$ cat src/rtl/gemm_sequencer.sv
// Operand staging and control for the GEMM systolic array: A/B buffers, skewed edge feed,
// drain wait, result snapshot and valid/ready streaming. Define GEMM_SEQ_PERF_EN for perf_cycles.
module gemm_sequencer #(
    parameter int M          = 4,
    parameter int K          = 4,
    parameter int N          = 4,
    parameter int DATA_WIDTH = 8,
    parameter int DRAIN_CYC  = M + N,
    localparam int A_AW = (M * K > 1) ? $clog2(M * K) : 1,
    localparam int B_AW = (K * N > 1) ? $clog2(K * N) : 1
) (
    input  logic                      clk,
    input  logic                      reset_n,
    input  logic                      start,
    output logic                      busy,
    output logic                      done,
    input  logic                      a_wr_en,
    input  logic [A_AW-1:0]           a_wr_addr,
    input  logic [DATA_WIDTH-1:0]     a_wr_data,
    input  logic                      b_wr_en,
    input  logic [B_AW-1:0]           b_wr_addr,
    input  logic [DATA_WIDTH-1:0]     b_wr_data,
    output logic                      arr_clr,
    output logic [M*DATA_WIDTH-1:0]   arr_a,
    output logic [N*DATA_WIDTH-1:0]   arr_b,
    input  logic [M*N*32-1:0]         arr_c,
    output logic                      res_valid,
    input  logic                      res_ready,
    output logic [31:0]               res_data,
`ifdef GEMM_SEQ_PERF_EN
    output logic [31:0]               perf_cycles,
`endif
    output logic                      res_last
);

    localparam int FEED_LEN = K + ((M > N) ? M : N) - 1;
    localparam int MAX_FD   = (FEED_LEN > DRAIN_CYC) ? FEED_LEN : DRAIN_CYC;
    localparam int CNT_MAX  = (MAX_FD > M * N) ? MAX_FD : M * N;
    localparam int CW       = $clog2(CNT_MAX + 1);
    localparam int R_AW     = (M * N > 1) ? $clog2(M * N) : 1;

    typedef enum logic [2:0] {
        S_IDLE,
        S_CLEAR,
        S_FEED,
        S_DRAIN,
        S_SNAP,
        S_OUTPUT
    } state_t;

    state_t          state_reg, state_next;
    logic [CW-1:0]   cnt_reg, cnt_next;
    logic            done_reg, done_next;
    logic            arr_clr_reg;

    // Every row/column reads its buffer in the same cycle, so the buffers stay in registers.
    logic [DATA_WIDTH-1:0] a_mem [M*K];
    logic [DATA_WIDTH-1:0] b_mem [K*N];
    logic [31:0]           res_mem [M*N];

    always_ff @(posedge clk) begin
        if (state_reg == S_IDLE) begin
            if (a_wr_en && int'(a_wr_addr) < M * K) a_mem[a_wr_addr] <= a_wr_data;
            if (b_wr_en && int'(b_wr_addr) < K * N) b_mem[b_wr_addr] <= b_wr_data;
        end
    end

    always_ff @(posedge clk or negedge reset_n) begin
        if (!reset_n) begin
            state_reg   <= S_IDLE;
            cnt_reg     <= '0;
            done_reg    <= 1'b0;
            arr_clr_reg <= 1'b0;
        end else begin
            state_reg   <= state_next;
            cnt_reg     <= cnt_next;
            done_reg    <= done_next;
            arr_clr_reg <= (state_reg == S_CLEAR);
        end
    end

    always_comb begin
        state_next = state_reg;
        cnt_next   = cnt_reg;
        done_next  = 1'b0;
        case (state_reg)
            S_IDLE: begin
                if (start) begin
                    state_next = S_CLEAR;
                    cnt_next   = '0;
                end
            end
            S_CLEAR: begin
                state_next = S_FEED;
                cnt_next   = '0;
            end
            S_FEED: begin
                if (cnt_reg == CW'(FEED_LEN - 1)) begin
                    state_next = S_DRAIN;
                    cnt_next   = '0;
                end else begin
                    cnt_next = cnt_reg + 1'b1;
                end
            end
            S_DRAIN: begin
                if (cnt_reg == CW'(DRAIN_CYC - 1)) begin
                    state_next = S_SNAP;
                    cnt_next   = '0;
                end else begin
                    cnt_next = cnt_reg + 1'b1;
                end
            end
            S_SNAP: begin
                state_next = S_OUTPUT;
                cnt_next   = '0;
            end
            S_OUTPUT: begin
                if (res_ready) begin
                    if (cnt_reg == CW'(M * N - 1)) begin
                        state_next = S_IDLE;
                        cnt_next   = '0;
                        done_next  = 1'b1;
                    end else begin
                        cnt_next = cnt_reg + 1'b1;
                    end
                end
            end
            default: begin
                state_next = S_IDLE;
                cnt_next   = '0;
            end
        endcase
    end

    // Row gi lags the feed step by gi cycles, which forms the west-edge wavefront.
    genvar gi;
    generate
        for (gi = 0; gi < M; gi++) begin : g_row
            int                    k_pos;
            logic                  hit;
            logic [A_AW-1:0]       rd_addr;
            logic [DATA_WIDTH-1:0] a_q;
            assign k_pos   = int'(cnt_reg) - gi;
            assign hit     = (state_reg == S_FEED) && (k_pos >= 0) && (k_pos < K);
            assign rd_addr = A_AW'(gi * K + k_pos);
            always_ff @(posedge clk or negedge reset_n) begin
                if (!reset_n) a_q <= '0;
                else          a_q <= hit ? a_mem[rd_addr] : '0;
            end
            assign arr_a[gi*DATA_WIDTH +: DATA_WIDTH] = a_q;
        end

        for (gi = 0; gi < N; gi++) begin : g_col
            int                    k_pos;
            logic                  hit;
            logic [B_AW-1:0]       rd_addr;
            logic [DATA_WIDTH-1:0] b_q;
            assign k_pos   = int'(cnt_reg) - gi;
            assign hit     = (state_reg == S_FEED) && (k_pos >= 0) && (k_pos < K);
            assign rd_addr = B_AW'(k_pos * N + gi);
            always_ff @(posedge clk or negedge reset_n) begin
                if (!reset_n) b_q <= '0;
                else          b_q <= hit ? b_mem[rd_addr] : '0;
            end
            assign arr_b[gi*DATA_WIDTH +: DATA_WIDTH] = b_q;
        end
    endgenerate

    always_ff @(posedge clk) begin
        if (state_reg == S_SNAP) begin
            for (int i = 0; i < M * N; i++) res_mem[i] <= arr_c[i*32 +: 32];
        end
    end

    assign busy      = (state_reg != S_IDLE);
    assign done      = done_reg;
    assign arr_clr   = arr_clr_reg;
    assign res_valid = (state_reg == S_OUTPUT);
    assign res_last  = res_valid && (cnt_reg == CW'(M * N - 1));
    assign res_data  = res_valid ? res_mem[R_AW'(cnt_reg)] : '0;

`ifdef GEMM_SEQ_PERF_EN
    logic [31:0] perf_reg;
    always_ff @(posedge clk or negedge reset_n) begin
        if (!reset_n) begin
            perf_reg <= '0;
        end else if (state_reg == S_IDLE) begin
            if (start) perf_reg <= '0;
        end else if (perf_reg != 32'hFFFF_FFFF) begin
            perf_reg <= perf_reg + 32'd1;
        end
    end
    assign perf_cycles = perf_reg;
`endif

endmodule

$ cat config.mk
export PLATFORM = sky130hd
export DESIGN_NAME = gemm_sequencer
export DESIGN_NICKNAME = d
export VERILOG_FILES = /design/src/rtl/gemm_sequencer.sv
export SDC_FILE = /design/constraint.sdc
export NUM_CORES = 1
export LEC_CHECK = 0
export ABC_AREA = 0
export CAP_MARGIN = 10
export CORE_AREA = 2 2 248 250
export DETAILED_ROUTE_END_ITERATION = 10
export DIE_AREA = 0 0 250 252
export PLACE_DENSITY_LB_ADDON = 0.3
export SLEW_MARGIN = 0
export SYNTH_ARGS = -nofsm -noshare
export SYNTH_HDL_FRONTEND = slang
export SYNTH_SLANG_ARGS = --single-unit
$ cat constraint.sdc
create_clock -name clk -period 65.1 [get_ports clk]
set_input_delay 9.765 -clock clk [delete_from_list [all_inputs] [get_ports clk]]
set_output_delay 9.765 -clock clk [all_outputs]
set_load 0.02 [all_outputs]
======== Word-level counts from Yosys, hierarchy flattened ========
Memories as Yosys holds them, arrays and structs flattened.
Cells that the tools add are included.
storage, ports and cells
  input port bits ......................... 542
  output and inout port bits .............. 101
  memories ................................ 3
  bits in latches ......................... 0
  word-level logic and storage cells ...... 91
  memory bits (read-only) ................. 0
  RAM bits ................................ 768
  flip-flop bits (word level) ............. 74
cells by class
  reductions and logical operators ........ 13
  multiplexer cells ....................... 32
  shifts and indexed selects .............. 0
  div/mod/pow operators ................... 0
  $add $sub $neg .......................... 10
  multiply operators ...................... 0
  equal/unequal tests ..................... 13
  bitwise operators ....................... 0
  $lt $le $gt $ge ......................... 8
memories
  name     depth  width  rd ports  clocked after Yosys merged registers in  wr ports  line  text
  res_mem  16     32     1         0                                        16        59    logic [31:0] res_mem [M*N];
  a_mem    16     8      4         0                                        1         57    logic [DATA_WIDTH-1:0] a_mem [M*K];
  b_mem    16     8      4         0                                        1         58    logic [DATA_WIDTH-1:0] b_mem [K*N];
operator list
  cell                                                  number
  2-to-1 mux 8 bit                                      8
  2-to-1 mux 32 bit                                     1
  2-to-1 mux 5 bit                                      5
  case mux 5 bit (4 select lines)                       1
  >= comparator 6 x 1 -> 1 bit (second input constant)  3
  < comparator 6 x 4 -> 1 bit (second input constant)   3
  case mux 3 bit (6 select lines)                       1
  2-to-1 mux 3 bit                                      5
  subtractor 5 x 2 -> 6 bit (second input constant)     2
  2-to-1 mux 1 bit                                      11
  == test 5 x 3 -> 1 bit (second input constant)        2
  logical AND 1 bit                                     9
  adder 4 x 3 -> 4 bit (second input constant)          2
  adder 4 bit (first input constant)                    2
  == test 3 x 2 -> 1 bit (second input constant)        2
  == test 3 bit (second input constant)                 2
  inequality test 2 bit (second input constant)         3
  subtractor 5 x 1 -> 6 bit (second input constant)     1
  adder 5 x 1 -> 5 bit (second input constant)          1
  == test 5 x 4 -> 1 bit (second input constant)        1
  >= comparator 5 x 1 -> 1 bit (second input constant)  1
  < comparator 5 x 3 -> 1 bit (second input constant)   1
  AND reduction 5 bit                                   1
  adder 3 x 4 -> 4 bit (first input constant)           1
  other kinds (6)                                       7

======== Depth between registers and ports, before layout ========
  word-level depth ........................ 5
  mapped depth ............................ 13
  depth with buffers taken out ............ 8

======== Worst setup path after synthesis ========
OpenSTA, ideal clock, no wires.
  path type ............................... reg2reg
  start ................................... register state_reg[1]
  end ..................................... memory res_mem[0][0] (enable)
  library setup time ...................... 1,398 ps
  cell stages (with the launch flop) ...... 4
  period minus slack after synthesis ...... 23,334 ps
  data arrival time ....................... 21,936 ps
  data required time ...................... 63,702 ps
  path slack .............................. 41,766 ps
  buffers on the path ..................... 1
  path through ............................ dfrtp_1 -> clkbuf_1 -> nand2b_1 -> nor2_1
RTL lines
  what                      line  text
  start: declaration        51    state_t state_reg, state_next;
  start signal: assignment  75    state_reg <= state_next;
  end: declaration          59

======== Worst setup path after layout ========
  start ................................... register cnt_reg[0]
  end ..................................... output res_data[26]
on the way
  cells in the longest elaborated chain, start to end .. 2
ends and longest elaborated chain
  what                       line  text
  start: declaration         52    logic [CW-1:0] cnt_reg, cnt_next;
  start signal: assignment   76    cnt_reg <= cnt_next;
  memory read (16 x 32 bit)  --
  2-to-1 mux 32 bit          180   assign res_data = res_valid ? res_mem[R_AW'(cnt_reg)] : '0;
  end: declaration           29    output logic [31:0] res_data,
No other way between the ends.

==> out/metrics.yaml <==
rsz0062_at_grt: "false"
p_switching_uw: 429.7
pwr-share-seq_pct: 40.0
grtUsageMet3_pct: 6.706
dp_cells: 2931
r2r_end: "g_row[1].a_q[2]"
overflow: 0
syn_area_sq_um: 33540
regMostFlops: "res_mem"
drcViolationCount: 0
finClkSkew_ns: 0.02162
cts_num_sinks: 842
cp-start-kind: "register"
hold_buffers: 0
synth_ff_type: "edfxtp_1"
clock-root-buffer: "clkbuf_16"
synth_fp_nets: 2128
postCtsSetupRepairBufs: 0
grt_pass1_vias: 19980
synth-edff-count: 768
p_leak_nw: 14.44
fp.dieArea_sq_um: 63000
die_h_microns: 252
slew_viol_final: 0
synth_area_leader_cell: "edfxtp_1"
drive_gt1_share_pct: 17.61
syn_inst: 1573
vias: 19390
synth_area_leaders: "edfxtp_1 69%, mux4_2 15%, dfrtp_1 5.5%"
cap_violations: 0
initial_core_util_pct: 55.78
die_w_microns: 250
fill_cells: 3489
grt_pass1_wl_microns: 135100
insertion_delay_ns: 0.65
cp_max_fo: 67
avgSynthCellArea_sq_um: 21.32
p_clk_share_pct: 31.9
criticalPathCategory: "reg -> out"
cts.repair.resized: 0
grt_max_degree: 221
final-setup-viol-count: 0
drt_wl_total_microns: 94940
worstReg2RegStart: "cnt_reg[2]"
r2r_cells: 8
post-place-ws_ns: 50.76
top_regs: "res_mem (512), a_mem (128), b_mem (128)"
clk_path_buf_depth: 3
top_usage_layer: "met2"
critPathTopFamily: "buffers and inverters"
core_sq_um: 60130
fmax_ghz: 0.06729
largest_reg_flops: 512
slowest_delay_ns: 0.92
power.total_mw: 1.555
max_slew_margin_pct: 9.774
placementRows: 90
swShare_pct: 27.64
place_congestion: 0.9238
cts_tree: "done"
final_nets: 2790
wire_per_inst_microns: 30.35
ir_drop_uv: 30.22
ant_nets: 0
grt_util_met2_pct: 50.10
clk_pin_slew_worst_paths_ns: 0.06
synth-seq-cells: 842
synth-warning-count: 0
fin_crit_ns: 14.86
synth_top_area_share_pct: 68.76
status: "completed"
grt_antenna_before_repair: 45
track_usage_pct: 30.25
place_hpwl_microns: 66220
crit_buf_inv: 3
whs_endpoint: "g_col[3].b_q[0]"
cp_data_required_time_ns: 55.33
io_buffers: 642
cp_cell_sequence: "buf_4, buf_4, mux4_2, nand2_1, o31ai_1, a221o_1, clkdlybuf4s50_1"
via_per_inst: 6.199
worst_slew_pin_slew_ns: 1.353
ys_seq_area_share_pct: 74.28
htreeDepth: 3
setup_slack_ns: 50.24
synth_cell_type_count: 51
internal_power_mw: 1.125
cp_common_cell: "buf_4"
async_flop_share_pct: 8.789
setup_tns_ns: 0
critical_path.endpoint_type: "primary output"
drtPass1Iterations: 7
slowest_stage: "buf_4"
dr.first_iter.drc_count: 2250
grtUsageMet1_pct: 38.46
instances_no_fill: 3128
finalHoldViolations: 0
boundaryPins: 643
numCtsBuffers: 84
finalCritPeriodShare_pct: 22.83
hold_depth: 2
r2r_slack_ns: 60.82
pwr_density_cell_nw_per_um2: 35.64
min_path_type: "reg -> reg"
syn2layout_area_growth_pct: 30.05
p_comb_share_pct: 28.1
cp.arrival_ns: 5.10
hp-start: "b_mem[7][0]"
-- area by class of cell --
type                    instances  area (sq um)  share of cell area [%]
diodes                         41         102.6                  0.2352
clock buffers                 102          2251                   5.160
clock inverters                54         581.8                   1.334
inverters                       9         33.78                 0.07745
multi-input cells             631          8125                   18.63
flip-flops and latches        842         24920                   57.14
well taps                     782         978.4                   2.243
repair buffers                667          6624                   15.19
-- cell usage in the layout, fill, tap and decap left out, types with 9 or more instances in the layout --
cell type	netlist	layout
edfxtp_1	768	768
clkdlybuf4s50_1	0	641
mux4_2	226	226
clkbuf_16	0	85
dfrtp_1	74	71
nor2b_1	67	66
mux2i_1	48	48
diode_2	0	41
nor2_1	30	29
nand3_1	28	28
a22oi_1	28	28
and3_1	26	26
buf_4	19	25
nand2_1	21	21
a211oi_1	16	16
clkinv_2	0	15
nor3_1	21	14
clkinv_1	0	14
o211ai_1	13	13
o22ai_1	12	12
ha_1	13	12
nand2b_1	11	11
clkbuf_1	41	11
bufinv_16	0	9
-- power by group through the flow --
stage,Clock (mW),Combinational (mW),Sequential [mW]
floorplan,0,0.318,0.627
global placement,0,0.429,0.634
detailed placement,0,0.436,0.634
CTS,0.499,0.439,0.623
global route,0.519,0.462,0.624
finish,0.495,0.437,0.622
-- layer usage --
layer	share of wire, %	routed length, microns	up-vias
li1	-	-	7949
met4	4.0	3813	10
met5	0.071	67	-
met1	35	33420	9943
met3	9.3	8840	212
met2	51	48800	1275
-- worst max path at each step --
stage,from,endpoint,slack (ns),cells past startpoint
5_1_grt,cnt_reg[0],res_data[28],49.77,7
6_report,cnt_reg[0],res_data[26],50.24,7
2_1_floorplan,state_reg[1],res_mem[0][0],41.77,3
4_1_cts,cnt_reg[0],res_data[28],50.07,7
3_3_place_gp,cnt_reg[0],res_data[26],50.85,7
3_5_place_dp,cnt_reg[0],res_data[28],50.76,7
-- worst register-to-register path, delay by kind of cell, from the launching register on --
family / cells / cell delay, ns
muxes: 1 / 0.61
and+or+nand+nor: 1 / 0.16
xor gates and xnor gates: 1 / 0.13
AOI/OAI and AO/OA: 1 / 0.24
buffers and inverters: 2 / 1.19
adders and majority gates: 2 / 1.15
DFF: 1 / 0.66
-- cell usage after synthesis (9+ instances only) --
cell	n
edfxtp_1	768
mux4_2	226
dfrtp_1	74
nor2b_1	67
mux2i_1	48
clkbuf_1	41
nor2_1	30
a22oi_1	28
nand3_1	28
and3_1	26
nand2_1	21
nor3_1	21
buf_4	19
a211oi_1	16
buf_2	16
ha_1	13
o211ai_1	13
o22ai_1	12
nand2b_1	11
buf_6	10
inv_1	9
-- logic make-up (layout without fill, tap and decap cells) --
group	after synthesis	in the layout	share of synthesized area, %
flops	842	842	74.28
mux	285	285	17.37
simple gates	228	228	3.820
compound gates	100	100	2.242
buf+inv	100	832	1.649
fa+ha+maj	13	13	0.4850
xor+xnor	5	5	0.1530
other cells	0	41	0
-- per-stage QoR --
step | instance area [sq um] | utilization (%) | hold WS, ns
floorplan | 33540 | - | 0.6127
global placement | 40670 | 67.64 | 0.6542
detailed placement | 40670 | 67.64 | 0.6725
CTS | 43510 | 72.35 | 0.6877
global route | 43620 | 72.53 | 0.7165
finish | 43620 | 72.54 | 0.6856
Power figures use the tool's default switching activity.
